**src/rtl/aoi_stim_sequencer.sv**
```systemverilog
// Exhaustive stimulus sequencer for a four-input AOI gate: sweeps {a,b,c,d} through 0..15 and captures e.
// Define AOI_CHECK_EN to build in the response checker (err / err_cnt ports).
module aoi_stim_sequencer #(
  parameter int unsigned DWELL = 4,
  parameter int unsigned LOOPS = 1
) (
  input  logic       clk,
  input  logic       rst_n,
  input  logic       start,
  input  logic       abort,
  input  logic       e,
  output logic       a,
  output logic       b,
  output logic       c,
  output logic       d,
  output logic       busy,
  output logic       done,
  output logic       sample_valid,
  output logic       sample_e,
  output logic [3:0] sample_vec
`ifdef AOI_CHECK_EN
  ,
  output logic       err,
  output logic [4:0] err_cnt
`endif
);

  localparam logic [1:0] S_IDLE = 2'd0;
  localparam logic [1:0] S_RUN  = 2'd1;
  localparam logic [1:0] S_DONE = 2'd2;

  localparam logic [7:0] DWELL_LAST = 8'(DWELL - 1);
  localparam logic [3:0] LOOP_LAST  = 4'(LOOPS - 1);

  logic [1:0] state_q, state_d;
  logic [3:0] idx_q, idx_d;
  logic [7:0] dwell_q, dwell_d;
  logic [3:0] loop_q, loop_d;
  logic       sample_valid_q;
  logic       sample_e_q;
  logic [3:0] sample_vec_q;
  logic       capture;
  logic       run_start;

  assign run_start = (state_q == S_IDLE) && start && !abort;

  // NOTE: every variable gets a default at the top so no path leaves it unassigned (no latches).
  always_comb begin
    state_d = state_q;
    idx_d   = idx_q;
    dwell_d = dwell_q;
    loop_d  = loop_q;
    capture = 1'b0;
    case (state_q)
      S_IDLE: begin
        if (run_start) begin
          state_d = S_RUN;
          idx_d   = 4'd0;
          dwell_d = 8'd0;
          loop_d  = 4'd0;
        end
      end
      S_RUN: begin
        if (abort) begin
          // The partial dwell is dropped: no capture, no done.
          state_d = S_IDLE;
          idx_d   = 4'd0;
          dwell_d = 8'd0;
          loop_d  = 4'd0;
        end else if (dwell_q == DWELL_LAST) begin
          capture = 1'b1;
          dwell_d = 8'd0;
          idx_d   = idx_q + 4'd1;
          if (idx_q == 4'hF) begin
            loop_d = loop_q + 4'd1;
            if (loop_q == LOOP_LAST) begin
              state_d = S_DONE;
              loop_d  = 4'd0;
            end
          end
        end else begin
          dwell_d = dwell_q + 8'd1;
        end
      end
      S_DONE:  state_d = S_IDLE;
      default: state_d = S_IDLE;
    endcase
  end

  // NOTE: sequential state uses non-blocking assignments so all registers update from pre-edge values.
  always_ff @(posedge clk or negedge rst_n) begin
    if (!rst_n) begin
      state_q        <= S_IDLE;
      idx_q          <= 4'd0;
      dwell_q        <= 8'd0;
      loop_q         <= 4'd0;
      sample_valid_q <= 1'b0;
      sample_e_q     <= 1'b0;
      sample_vec_q   <= 4'd0;
    end else begin
      state_q        <= state_d;
      idx_q          <= idx_d;
      dwell_q        <= dwell_d;
      loop_q         <= loop_d;
      sample_valid_q <= capture;
      if (capture) begin
        sample_e_q   <= e;
        sample_vec_q <= idx_q;
      end
    end
  end

`ifdef AOI_CHECK_EN
  logic       err_q;
  logic [4:0] err_cnt_q;
  logic       expected_e;

  assign expected_e = ~((idx_q[3] & idx_q[2]) | (idx_q[1] & idx_q[0]));

  always_ff @(posedge clk or negedge rst_n) begin
    if (!rst_n) begin
      err_q     <= 1'b0;
      err_cnt_q <= 5'd0;
    end else if (run_start) begin
      err_q     <= 1'b0;
      err_cnt_q <= 5'd0;
    end else if (capture && (e != expected_e)) begin
      err_q <= 1'b1;
      if (err_cnt_q != 5'd31) err_cnt_q <= err_cnt_q + 5'd1;
    end
  end

  assign err     = err_q;
  assign err_cnt = err_cnt_q;
`endif

  // idx_q is held at zero outside RUN, so it drives the stimulus directly from a register.
  assign {a, b, c, d}  = idx_q;
  assign busy         = (state_q == S_RUN);
  assign done         = (state_q == S_DONE);
  assign sample_valid = sample_valid_q;
  assign sample_e     = sample_e_q;
  assign sample_vec   = sample_vec_q;

endmodule

```
**config.mk**
```make
export PLATFORM = sky130hd
export DESIGN_NAME = aoi_stim_sequencer
export DESIGN_NICKNAME = d
export VERILOG_FILES = /design/src/rtl/aoi_stim_sequencer.sv
export SDC_FILE = /design/constraint.sdc
export NUM_CORES = 1
export LEC_CHECK = 0
export ABC_AREA = 1
export BUFFER_PORTS_ARGS = -buffer_cell sky130_fd_sc_hd__buf_2
export CAP_MARGIN = 25
export CORE_UTILIZATION = 55
export CTS_CLUSTER_SIZE = 12
export DETAILED_ROUTE_END_ITERATION = 8
export PLACE_DENSITY = 0.8
export REMOVE_ABC_BUFFERS = 1
export SYNTH_ARGS = -nofsm -noshare
export SYNTH_HDL_FRONTEND = slang
export SYNTH_SLANG_ARGS = --single-unit
```
**constraint.sdc**
```tcl
create_clock -name clk -period 2.35 [get_ports clk]
set_input_delay 0.47 -clock clk [delete_from_list [all_inputs] [get_ports clk]]
set_output_delay 0.47 -clock clk [all_outputs]
set_load 0.01 [all_outputs]
```
# Word level (Yosys, flattened, before mapping)
# Index checks and enable logic that the tools add are counted.
# totals
regBits	24
wordCells	50
out_inout_bits	12
in_bits	5
# op_classes
n_reduce_logical	10
muxes	22
eq_ne	8
add_sub_neg	3
# ops
cell	n
4-bit two-way mux	7
8-bit two-way mux	3
4-bit one-hot mux with 2 select lines	2
8-bit one-hot mux with 2 select lines	1
2-bit two-way mux	5
3-bit by 2-bit != test with 1-bit output, second input constant	3
4-bit by 1-bit adder with 4-bit output, second input constant	2
8-bit by 1-bit adder with 8-bit output, second input constant	1
8-bit by 2-bit equality test with 1-bit output, second input constant	1
4-bit AND reduction	2
4-bit equality test, second input constant	1
4-bit zero test	1
2-bit one-hot mux with 2 select lines	1
1-bit two-way mux	3
3-bit AND reduction	1
2-bit by 1-bit equality test with 1-bit output, second input constant	1
2-bit equality test, second input constant	1
1-bit logical AND	2
2-bit zero test	1
2-bit != test, second input constant	1
2-bit AND reduction	1
2-bit nonzero test	1
1-bit zero test	1

# Depth between registers and ports, before layout
# Gate-level depths: netlist of the first run.
# logic_depth
depth_word	6
depth_mapped	9
mapped_depth_nobuf	8

# Least setup slack after synthesis of the first run
# No wires, ideal clock.
# synth_timing
kind	register to register
from	register idx_q[0]
to	register state_q[0]
setup_ns	0.118
required_time_ns	2.232
path_buffers	0
arrival_time_ns	1.154
stages_incl_launch_ff	9
period_less_slack_ns	1.272
path_slack_ns	1.078
path_cell_list	dfrtp_1 -> ha_1 -> nand2_1 -> nor2_1 -> nand3_1 -> nand2_2 -> nand2_1 -> nand2_1 -> nand2_1
# synth_between
elab_chain_len	3
# synth_rtl
item	line	text
from (decl)	36	logic [3:0] idx_q, idx_d;
from (signal assigned)	102	idx_q <= idx_d;
4-bit equality test	74	if (idx_q == 4'hF) begin
3-bit by 2-bit != test with 1-bit output (no source line)	-	
4-bit AND reduction (no source line)	-	
to (signal assigned)	101	state_q <= state_d;
to (decl)	35	logic [1:0] state_q, state_d;
# No other way between the ends.
# A chain may end at the register's enable or synchronous reset.

# Final worst setup path of the first run
# layout_timing
from	register state_q[1]
to	output port busy
# layout_between
elab_chain_len	1
# layout_rtl
item	line	text
2-bit by 1-bit equality test with 1-bit output	139	assign busy = (state_q == S_RUN);
to (decl)	16	output logic busy,
# No other way between the ends.

==> reports/metrics.cfg, run 1 <==
[global_route]
antenna_found_initial=0
grt_pass1_wl_microns=4550
grt_pass1_vias=1063
grt.total_usage_pct=22.9
grt_max_degree=25
overflow=0

[place]
pre_cts_ws_ns=0.904
dp_cells=223
post-dp-hpwl_microns=2140
place.gp.congestion=0.766
port_buffers=16
placed_area_sq_um=1510

[pwr]
peakVddDrop_mv=0.441
p_leak_nw=0.857
powerDensity_nw_per_um2=697

[detailed_routing]
vias=1210
drc=0
wl_microns=2840
routedWlPerCell_microns=12.5
drtIter0Drc=33
vias_per_cell=5.33
first_pass_iters=4
final_antenna_net_count=0

[setup_path]
cp.required_ns=1.88
reg2reg_slack_ns=0.93
cp-end-kind=output port
critical-path-slowest-cell=dfrtp_1
regToRegStartpoint=dwell_q[0]
critPathArrivalTime_ns=1.27
r2r_cells=6
start_kind=flip-flop
critical_path.cell_chain=inv_2 > nand2_4 > inv_1 > buf_2
crit_fanout=5
timing.rr.end=idx_q[2]
worstSetupPathType=flip-flop to output port
cpPeakStageDelay_ns=0.40

[synthesis]
yosysMostFrequentCell=nand2_1
yosysTopAreaCellShare_pct=42.5
yosys_warnings=0
post-synth-top-area-cell=dfrtp_1
syn_avg_cell_area_sq_um=7.89
synth_area_leaders=dfrtp_1, nand2_1, inv_1
ys_seq_area_share_pct=42.5
synthTopCellsByCount=nand2_1, dfrtp_1, inv_1, nand3_1, nor2_1
synthCells=179
ys.flop_type=dfrtp_1
ys_ff_latch=24
ys_async_sr_fraction_pct=100
synth_cell_types=25
synth_edf_count=0
syn_area_sq_um=1410

[clock_tree]
ctsLongestPathBuffers=2
clock_sinks=24
h-tree-depth=1
tritoncts=done
cts_setup_buffers=0
numCtsBuffers=3
cts_resized=0
cts-root-buf=clkbuf_4
clk_pin_slew_ns=0.13
cts_hold_buf=0
clk_latency_ns=0.32

[timing]
tns_ns=0
rsz0062_at_grt=no
max_freq_mhz=574
final-hold-violation-count=0
whs_ns=0.0941
maxSlewHeadroom_pct=65.3
layout_min_cycle_time_ns=1.74
finalSetupViolCount=0
layout_setup_ws_ns=0.608
tightest_slew_ns=0.521
fin_crit_sh_pct=74.1
drv_slew=0
worst_clock_skew_ns=0.00517

[die]
initial_core_util_pct=57.5
dieArea_sq_um=2780
die_w_microns=52.7
rows=18
core_sq_um=2450
dieHeight_microns=52.7
num_io_pins=17

[layout]
final_nets=207
drive_gt1_share_pct=22.3
final_cell_count_no_fill=227
area_growth_pct=9.30
final_cell_area_sq_um=1540
n_antenna_cell=0

[min_path]
hold_path.class=primary input to asynchronous set/reset pin

[outcome]
outcome=finished clean

[flow_run]
max_cap_viol_count=0

-- final cells by class --
type | count | area (sq um)
flip-flops and latches | 24 | 601
inverters | 24 | 91.3
clock buffers | 4 | 36.3
fillers | 215 | 911
multi-input cells | 129 | 698
well taps | 30 | 37.5
repair buffers | 16 | 80.1
-- placed cells by master (no fill, tap or decap), types with 2 or more instances in the layout --
| cell | n |
|---|---|
| buf_2 | 16 |
| clkbuf_4 | 3 |
| dfrtp_1 | 24 |
| ha_1 | 4 |
| inv_1 | 21 |
| inv_2 | 2 |
| nand2_1 | 59 |
| nand2_2 | 2 |
| nand2_4 | 5 |
| nand3_1 | 12 |
| nand3_2 | 3 |
| nand4_1 | 9 |
| nor2_1 | 12 |
| nor2_2 | 4 |
| nor2_4 | 2 |
| o21ai_0 | 2 |
| o21ai_1 | 6 |
| o21ai_2 | 2 |
-- cells by family after synthesis --
| kind of cell | synth area share, % |
|---|---|
| AO/OA/AOI/OAI | 5.94 |
| buffers and inverters | 8.06 |
| XOR/XNOR | 0.620 |
| flip-flops | 42.5 |
| adder cells (fa/ha/maj) | 3.54 |
| AND/OR/NAND/NOR | 39.3 |
-- power breakdown --
group          internal, mW  switching, mW  total, mW
clock                0.0949          0.128      0.222
combinational         0.113          0.256      0.369
sequential            0.451         0.0336      0.484
-- routing by layer --
metal	routed length, microns	GRT usage [%]	share of wire, %
met2	1460	39.9	51
met3	137	3.48	4.8
met5	0	0	0
met1	1200	27.7	42
met4	41	9.65	1.4
-- worst max-delay path: cells and delay by family (launching register included) --
family / cells / cell delay, ns
buffers and inverters: 3 / 0.45
flip-flops: 1 / 0.40
AND/OR/NAND/NOR: 1 / 0.10
-- state kept, by name, summed over array words and instances (netlist names) --
name          cells
sample_vec        4
sample_valid      1
loop_q            4
idx_q             4
state_q           2
dwell_q           8
sample_e          1
-- through the flow --
step | power (mW) | utilization, %
after detailed placement | 0.862 | 61.4
after floorplan | 0.772 | -
after CTS | 1.08 | 62.9
after global placement | 0.849 | 61.4
after global routing | 1.14 | 62.9
final | 1.08 | 62.9
-- worst max path at each step --
stage,endpoint,depth (start not counted),startpoint
floorplan,state_q[0],8,idx_q[0]
global placement,dwell_q[0],7,abort
detailed placement,dwell_q[0],7,abort
CTS,busy,4,state_q[1]
global route,busy,4,state_q[1]
finish,busy,4,state_q[1]
(Power assumes the default switching activity.)
==> run 2: changes to the inputs <==
--- a/config.mk
+++ b/config.mk
@@ -8,10 +8,10 @@
 export ABC_AREA = 1
 export BUFFER_PORTS_ARGS = -buffer_cell sky130_fd_sc_hd__buf_2
 export CAP_MARGIN = 25
-export CORE_UTILIZATION = 55
+export CORE_UTILIZATION = 51
 export CTS_CLUSTER_SIZE = 12
 export DETAILED_ROUTE_END_ITERATION = 8
-export PLACE_DENSITY = 0.8
+export PLACE_DENSITY = 0.78
 export REMOVE_ABC_BUFFERS = 1
 export SYNTH_ARGS = -nofsm -noshare
 export SYNTH_HDL_FRONTEND = slang
==> constraint.sdc (replaced) <==
create_clock -name clk -period 1.5 [get_ports clk]
set_input_delay 0.3 -clock clk [delete_from_list [all_inputs] [get_ports clk]]
set_output_delay 0.3 -clock clk [all_outputs]
set_load 0.01 [all_outputs]
==> reports/metrics.cfg, run 2 (synthesis results as in run 1) <==
[timing]
finalSetupViolCount=0  ; unchanged
rsz0062_at_grt=no  ; unchanged
layout_min_cycle_time_ns=1.42
fin_crit_sh_pct=94.6
tns_ns=0  ; unchanged
maxSlewHeadroom_pct=65.2  ; was 65.3%
final-hold-violation-count=0  ; unchanged
max_freq_mhz=705
worst_clock_skew_ns=0.00421  ; was 0.00517 ns
drv_slew=0  ; unchanged
tightest_slew_ns=0.521  ; about the same

[clock_tree]
clk_latency_ns=0.32  ; about the same
ctsLongestPathBuffers=2  ; unchanged
tritoncts=done  ; unchanged
h-tree-depth=1  ; unchanged
clock_sinks=24  ; unchanged
cts-root-buf=clkbuf_4  ; unchanged
numCtsBuffers=3  ; unchanged
clk_pin_slew_ns=0.13  ; about the same

[setup_path]
cpLargestDelayFamily=flip-flops  ; was buffers and inverters
critical-path-slowest-cell=dfrtp_1  ; unchanged
cp_num_buf_inv=2  ; was 3
cp-end-kind=output port  ; unchanged
critPathArrivalTime_ns=1.12  ; was 1.27 ns
critical_path.cell_chain=buf_4 > nor2_1 > buf_2  ; was inv_2 > nand2_4 > inv_1 > buf_2
start_kind=flip-flop  ; unchanged
cp.required_ns=1.20  ; was 1.88 ns
worstSetupPathType=flip-flop to output port  ; unchanged
crit_fanout=3  ; was 5
cpPeakStageDelay_ns=0.44  ; was 0.40 ns

[min_path]
hold_path.class=primary input to flip-flop  ; was primary input to asynchronous set/reset pin

[detailed_routing]
routedWlPerCell_microns=12.1  ; was 12.5 microns
vias_per_cell=5.34  ; was 5.33
first_pass_iters=4  ; unchanged
wl_microns=2810  ; was 2840 microns
drc=0  ; unchanged
final_antenna_net_count=0  ; unchanged
drtIter0Drc=21  ; was 33
vias=1238  ; was 1210

[layout]
final_cell_mix=nand2_1, dfrtp_1, inv_1  ; unchanged
final_cell_area_sq_um=1610  ; was 1540 sq um
n_antenna_cell=0  ; unchanged
regMostFlops=dwell_q  ; unchanged
area_growth_pct=13.6  ; was 9.30%
final_nets=212  ; was 207
drive_gt1_share_pct=24.8  ; was 22.3%
largest_reg_flops=8  ; unchanged
final_common_cell=nand2_1  ; unchanged

[die]
dieArea_sq_um=2980  ; was 2780 sq um
initial_core_util_pct=55.5  ; was 57.5%
core_sq_um=2540  ; was 2450 sq um
num_io_pins=17  ; unchanged
rows=18  ; unchanged
die_w_microns=54.6  ; was 52.7 microns
dieHeight_microns=54.6  ; was 52.7 microns

[place]
placed_area_sq_um=1510  ; unchanged
post-dp-hpwl_microns=2020  ; was 2140 microns
place.gp.congestion=0.882  ; was 0.766
port_buffers=16  ; unchanged

[global_route]
grt_pass1_wl_microns=4400  ; was 4550 microns
antenna_found_initial=0  ; unchanged
overflow=0  ; unchanged
grt_pass1_vias=1076  ; was 1063
grt.total_usage_pct=21.0  ; was 22.9%
grt_max_degree=25  ; unchanged

[outcome]
outcome=finished clean  ; unchanged

[pwr]
p_leak_nw=0.878  ; was 0.857 nW
powerDensity_nw_per_um2=1190  ; was 697 nW/um^2
peakVddDrop_mv=0.735  ; was 0.441 mV

[flow_run]
max_cap_viol_count=0  ; unchanged

[run 2: worst paths after layout]
kind	startpoint	endpoint	slack [ns]	cells past startpoint
max in group asynchronous	rst_n	idx_q[0]	0.65	2
max	state_q[0]	done	0.08	3
min reg2reg	sample_vec[2]	sample_vec[2]	0.50	2
max reg2reg	idx_q[1]	loop_q[1]	0.11	8
min in group asynchronous	rst_n	state_q[1]	0.48	2
min	e	sample_e	0.17	3
[run 2: repair_timing]
action	in CTS	in global routing
buffers inserted	2	2
endpoints found under the setup margin	1	4
endpoints found under the hold margin	24	0
resized for setup	1	1
hold buffers	1	0
pin swaps	0	1
cloned	0	0
[run 2: stage by stage]
stage	hold slack (ns)	worst slack [ns]	utilization, %	std cells	power, mW
after floorplan	0.00441	0.228	-	177	1.21
after detailed placement	0.309	0.141	59.2	223	1.36
final	0.167	0.0809	63.1	232	1.91
after global routing	0.165	0.00235	63.1	232	2.01
after global placement	0.308	0.190	59.2	223	1.34
after CTS	0.167	0.0114	62.4	230	1.87
[run 2: routing by layer]
layer / routed length, microns / vias up / part of all wire, % / GRT usage [%]
met3: 160 / 6 / 5.7 / 5.28
li1: - / 613 / - / -
met1: 1240 / 578 / 44 / 25.3
met2: 1370 / 41 / 49 / 33.7
met4: 41 / 0 / 1.5 / 12.0
met5: 0 / - / 0 / 0
[run 2: area by class of cell]
class,instances,area (sq um)
multi-input combinational,129,698
tap,30,37.5
inverter,24,95.1
clock inverter,1,30.0
clock buffer,3,22.5
timing repair buffer,21,120
fill,228,940
sequential,24,602
[run 2: report_power, final]
| part | total [mW] | switching [mW] | internal, mW |
|---|---|---|---|
| Combinational | 0.682 | 0.442 | 0.240 |
| Sequential | 0.758 | 0.0510 | 0.707 |
| Clock | 0.466 | 0.196 | 0.270 |
| Total | 1.91 | 0.689 | 1.22 |
[run 2: tightest hold or removal path: cells and delay by family]
family                 cells  cell delay (ns)
buffers and inverters      1             0.08
and+or+nand+nor            2             0.09
